--- config.mk ---
export PLATFORM = sky130hd
export DESIGN_NAME = ex_mul_unit
export DESIGN_NICKNAME = d
export VERILOG_FILES = /design/src/rtl/ex_mul_unit_pkg.sv /design/src/rtl/ex_mul_unit_mul_step.sv /design/src/rtl/ex_mul_unit.sv
export SDC_FILE = /design/constraint.sdc
export NUM_CORES = 1
export LEC_CHECK = 0
export ABC_AREA = 1
export ABC_CLOCK_PERIOD_IN_PS = 3040
export BUFFER_PORTS_ARGS = -buffer_cell sky130_fd_sc_hd__buf_2
export CAP_MARGIN = 20
export CORE_MARGIN = 8
export CORE_UTILIZATION = 45
export DETAILED_ROUTE_END_ITERATION = 8
export PLACE_DENSITY_LB_ADDON = 0.15
export SLEW_MARGIN = 10
export SYNTH_ARGS = -nofsm -noshare
export SYNTH_HDL_FRONTEND = slang
export SYNTH_SLANG_ARGS = --single-unit
--- constraint.sdc ---
create_clock -name clk -period 3.04 [get_ports clk]
set_input_delay 0.304 -clock clk [delete_from_list [all_inputs] [get_ports clk]]
set_output_delay 0.304 -clock clk [all_outputs]
set_load 0.005 [all_outputs]
--- src/rtl/ex_mul_unit_pkg.sv ---
// Shared definitions for the execute-stage iterative multiplier.
// Holds the controller state encoding, the legal BITS_PER_CYCLE set and flag bit positions.
// Contents: mul_state_t, BPC_LEGAL_MASK, bpc_legal(), FLAG_N/FLAG_Z, nz_flags().
package ex_mul_unit_pkg;

  typedef enum logic [1:0] {
    IDLE = 2'd0,
    BUSY = 2'd1,
    DONE = 2'd2
  } mul_state_t;

  // Bit b set means b multiplier bits per iteration is supported (1, 2 or 4).
  localparam logic [4:0] BPC_LEGAL_MASK = 5'b10110;

  localparam int FLAG_N = 1;
  localparam int FLAG_Z = 0;

  function automatic bit bpc_legal(input int bpc);
    logic [2:0] idx;
    idx = bpc[2:0];
    return (bpc >= 1) && (bpc <= 4) && BPC_LEGAL_MASK[idx];
  endfunction

  function automatic logic [1:0] nz_flags(input logic [31:0] value);
    logic [1:0] f;
    f         = '0;
    f[FLAG_N] = value[31];
    f[FLAG_Z] = (value == 32'd0);
    return f;
  endfunction

endpackage

--- src/rtl/ex_mul_unit_mul_step.sv ---
// One radix-2^BITS_PER_CYCLE iteration: acc + mcand * low digit of mplier, operands shifted.
// Latency: purely combinational. Backpressure: none, the caller decides when to register.
// Ports: acc/mcand/mplier in (32b each); acc_next/mcand_next/mplier_next out (32b each).
module mul_step #(
  parameter int BITS_PER_CYCLE = 2
) (
  input  logic [31:0] acc,
  input  logic [31:0] mcand,
  input  logic [31:0] mplier,
  output logic [31:0] acc_next,
  output logic [31:0] mcand_next,
  output logic [31:0] mplier_next
);

  logic [31:0] digit;

  assign digit       = {{(32 - BITS_PER_CYCLE){1'b0}}, mplier[BITS_PER_CYCLE-1:0]};
  // mcand has already been shifted into place, so the partial product lands at the
  // right weight; anything above bit 31 is dropped, which is the intended low-word result.
  assign acc_next    = acc + (mcand * digit);
  assign mcand_next  = mcand << BITS_PER_CYCLE;
  assign mplier_next = mplier >> BITS_PER_CYCLE;

endmodule

--- src/rtl/ex_mul_unit.sv ---
// Execute-stage MUL/MLA unit: low 32 bits of RD1E*RD2E (+AccValE), BITS_PER_CYCLE bits per cycle.
// Latency: MulDoneE NUM_ITER+1 cycles after StartE is taken in IDLE; one-cycle strobe.
// Backpressure: cannot be stalled itself; StallMulE freezes F/D/E while the multiply runs.
// Ports: clk, reset (sync, active-high); StartE, AbortE, RD1E, RD2E, AccValE, AccEnE, WA3E in;
//        StallMulE, MulDoneE, MulResultE, MulWA3E, MulFlagsE ({N,Z}) out.
module ex_mul_unit
  import ex_mul_unit_pkg::*;
#(
  parameter int BITS_PER_CYCLE = 2
) (
  input  logic        clk,
  input  logic        reset,
  input  logic        StartE,
  input  logic        AbortE,
  input  logic [31:0] RD1E,
  input  logic [31:0] RD2E,
  input  logic [31:0] AccValE,
  input  logic        AccEnE,
  input  logic [3:0]  WA3E,
  output logic        StallMulE,
  output logic        MulDoneE,
  output logic [31:0] MulResultE,
  output logic [3:0]  MulWA3E,
  output logic [1:0]  MulFlagsE
);

  localparam int NUM_ITER = 32 / BITS_PER_CYCLE;
  localparam int CNT_W    = $clog2(NUM_ITER);
  localparam logic [CNT_W-1:0] LAST_ITER = CNT_W'(NUM_ITER - 1);

  if (!bpc_legal(BITS_PER_CYCLE)) begin : g_bad_bpc
    $error("ex_mul_unit: BITS_PER_CYCLE must be 1, 2 or 4");
  end

  mul_state_t       state, state_next;
  logic [CNT_W-1:0] count;
  logic [31:0]      mcand, mplier, acc;
  logic [31:0]      acc_next, mcand_next, mplier_next;
  logic             take_start;

  assign take_start = StartE && !AbortE;

  mul_step #(
    .BITS_PER_CYCLE(BITS_PER_CYCLE)
  ) u_step (
    .acc        (acc),
    .mcand      (mcand),
    .mplier     (mplier),
    .acc_next   (acc_next),
    .mcand_next (mcand_next),
    .mplier_next(mplier_next)
  );

  always_ff @(posedge clk) begin
    if (reset) state <= IDLE;
    else       state <= state_next;
  end

  always_comb begin
    state_next = state;
    StallMulE  = 1'b0;
    MulDoneE   = 1'b0;
    case (state)
      IDLE: begin
        // Raised in the start cycle itself so the hazard unit freezes E immediately.
        StallMulE = StartE;
        if (take_start) state_next = BUSY;
      end
      BUSY: begin
        StallMulE = 1'b1;
        if (AbortE)                  state_next = IDLE;
        else if (count == LAST_ITER) state_next = DONE;
      end
      DONE: begin
        // StartE here is still the instruction just finished, so it never restarts.
        MulDoneE   = !AbortE;
        state_next = IDLE;
      end
      default: state_next = IDLE;
    endcase
  end

  always_ff @(posedge clk) begin
    if (reset) begin
      count      <= '0;
      mcand      <= '0;
      mplier     <= '0;
      acc        <= '0;
      MulResultE <= '0;
      MulWA3E    <= '0;
      MulFlagsE  <= '0;
    end else begin
      case (state)
        IDLE: begin
          if (take_start) begin
            mcand   <= RD1E;
            mplier  <= RD2E;
            MulWA3E <= WA3E;
            acc     <= AccEnE ? AccValE : 32'd0;
            count   <= '0;
          end
        end
        BUSY: begin
          if (!AbortE) begin
            acc    <= acc_next;
            mcand  <= mcand_next;
            mplier <= mplier_next;
            count  <= count + 1'b1;
            // Register the final sum on the way into DONE so it is stable for the strobe.
            if (count == LAST_ITER) begin
              MulResultE <= acc_next;
              MulFlagsE  <= nz_flags(acc_next);
            end
          end
        end
        default: ;
      endcase
    end
  end

endmodule

==> impl_metrics.py <==
metrics = {
    "timing": {
        "setup_ws_ns": -0.0461,
        "drv_slew": 0,
        "rsz0062_at_grt": "true",
        "fmax_mhz": 324,
        "tns_ns": -0.0870,
        "hold_violations": 0,
        "relSlewSlack": 0.436,
        "finalCriticalPeriod_ns": 3.09,
        "fin_crit_sh": 1.02,
        "finalSetupViolations": 2,
        "worst_pin_slew_ns": 0.845,
        "finClkSkew_ns": 0.0100,
    },
    "global_route": {
        "grt_pass1_wl_um": 49200,
        "grt_pass1_vias": 9837,
        "antenna_found_initial": 0,
        "track_usage": 0.236,
        "grt_overflow": 0,
        "grt_max_degree": 89,
    },
    "synth": {
        "synth_nets": 1636,
        "synth_cells": 1468,
        "yosysWarnings": 0,
        "ys_types": 35,
        "avgSynthCellArea_um2": 6.33,
        "syn_area_mm2": 0.00929,
        "synth_edf_count": 0,
        "synthArstFlopShare": 0,
        "synth_flop_cell": "dfxtp_1",
        "synth-seq-cells": 139,
        "yosysSeqAreaShare": 0.300,
    },
    "cts": {
        "cts_buffers": 17,
        "htree_levels": 4,
        "clk_pin_slew_ns": 0.07,
        "clk_path_buf_depth": 2,
        "clk-insertion-delay-late_ns": 0.44,
        "cts-root-buf": "clkbuf_16",
        "cts_sinks": 139,
        "cts_tree": "done",
    },
    "flow_run": {
        "max_cap_viol_count": 0,
    },
    "routing": {
        "first_iter_violations": 793,
        "wl_per_cell_um": 16.3,
        "drtAntennaViolNets": 0,
        "avgViaCountPerCell": 5.19,
        "drcViolationCount": 0,
        "first_pass_iters": 6,
        "wl_um": 31800,
        "num_vias": 10100,
    },
    "floorplan": {
        "ios": 145,
        "die_h_um": 160,
        "rows": 52,
        "core_area_mm2": 0.0202,
        "die_w_um": 160,
        "start_util": 0.459,
        "die_area_mm2": 0.0255,
    },
    "power_and_ir_drop": {
        "power.leakage_nw": 6.34,
        "cellPowerDensity_mw_per_mm2": 415,
        "ir_drop_v": 0.000346,
    },
    "layout": {
        "layout_commonest_cell": "nand2_1",
        "nets": 1836,
        "syn_to_final_growth_pct": 36.9,
        "drive_gt1_frac": 0.290,
        "fillers": 1874,
        "layout_common_cells": "404 x nand2_1, 225 x inv_1, 144 x buf_2, 137 x dfxtp_1, 97 x o21ai_0",
        "diodes": 0,
    },
    "critical_path": {
        "critPathMaxFanout": 7,
        "endpoint_kind": "register",
        "worst_setup_path_start_kind": "register",
        "crit_type": "reg2reg",
        "crit_arrival_ns": 3.46,
        "required_ns": 3.41,
    },
    "status": {
        "violations": "negative setup slack",
        "status": "finished with violations",
    },
    "place": {
        "post-place-ws_ns": -0.279,
        "routabilityCongestion": 0.945,
        "dp_hpwl_um": 21600,
        "port_buffers": 144,
    },
    "hold_path": {
        "hp-class": "in2reg",
    },
}
==> cell families after synthesis <==
kind of cell             count (synthesis)  share of synthesized area
XOR/XNOR                                16                     0.0151
adder cells (fa/ha/maj)                 63                      0.110
buffers and inverters                  314                      0.128
AND/OR/NAND/NOR                        669                      0.284
AO/OA/AOI/OAI                          267                      0.163
flip-flops                             139                      0.300
==> worst max-delay path, stage by stage, from the launching register on <==
cell       delay [ns]
dfxtp_4          0.44
buf_6            0.14
clkbuf_16        0.14
nand2_1          0.06
fa_1             0.49
inv_1            0.07
ha_4             0.29
nand2_2          0.10
nor2_4           0.16
buf_4            0.12
nand2_1          0.09
nor2_2           0.19
nand2_4          0.07
nand3b_1         0.10
nand2_2          0.07
nor2_1           0.10
nand3_1          0.07
nor2_1           0.14
nand2_1          0.07
a21oi_1          0.12
==> flip-flops by register name, indices dropped and copies added (netlist names) <==
signal	cells
MulResultE	32
state	2
MulWA3E	4
mcand	32
acc	32
mplier	32
MulFlagsE	1
count	4
==> through the flow <==
step	hold slack [ns]	std cells	utilization	area, µm²	power, mW
after detailed placement	0.456	1898	0.533	10800	2.91
after global routing	0.125	1951	0.628	12700	5.50
after floorplan	0.441	1468	-	9290	2.51
after CTS	0.102	1932	0.577	11700	5.13
after global placement	0.452	1898	0.533	10800	2.90
final	0.110	1951	0.628	12700	5.28
==> timing repair <==
item / 4_1_cts / 5_1_grt
gates resized for setup: 60 / 204
gates cloned: 1 / 5
setup endpoints to repair: 26 / 46
pin swaps: 6 / 60
setup buffers: 1 / 15
hold buffers: 0 / 0
==> cell usage after synthesis (3+ instances only) <==
library cell  count  area [µm²]
fa_1             31         621
nor3_1            5        25.0
a21oi_1          54         270
xnor2_1           6        52.6
inv_1           238         893
buf_1             3        11.3
nand2_1         487        1830
nand3_1          40         200
o21ai_0         110         551
ha_1             32         400
nor2_1          113         424
o211ai_1          5        37.5
or2_2             3        18.8
a31oi_1          80         500
nand4_1          11        68.8
buf_2             5        25.0
clkbuf_1         62         233
a221oi_1         13         114
xor2_1           10        87.6
dfxtp_1         139        2780
inv_2             3        11.3
==> worst paths after layout <==
kind              startpoint           end  slack [ns]  depth (start not counted)
hold / removal       WA3E[3]    MulWA3E[3]        0.11                          3
setup / recovery   mplier[0]  MulFlagsE[0]       -0.05                         19
setup reg to reg   mplier[0]  MulFlagsE[0]       -0.05                         19
hold reg to reg      acc[24]       acc[24]        0.47                          2
==> layout make-up <==
class	instances	area, µm²	area share
multi-input combinational	1015	6340	0.498
sequential	139	2790	0.219
inverter	243	915	0.0719
clock inverter	15	176	0.0139
clock buffer	17	425	0.0335
tap	270	338	0.0266
timing repair buffer	252	1740	0.137
==> power breakdown <==
part / switching (mW) / internal [mW] / leakage [nW]
logic: 0.632 / 0.496 / 4.90
registers: 0.0741 / 1.92 / 1.14
clock network: 0.988 / 1.17 / 0.292
total: 1.69 / 3.59 / 6.34
==> metal layers <==
layer / global-route usage / wire length (µm) / part of all wire
met1: 0.287 / 13400 / 0.42
met2: 0.403 / 15700 / 0.49
met3: 0.0491 / 1910 / 0.060
met4: 0.0901 / 842 / 0.026
met5: 0 / 0 / 0
Note: power is estimated with default switching activity, not from simulation.
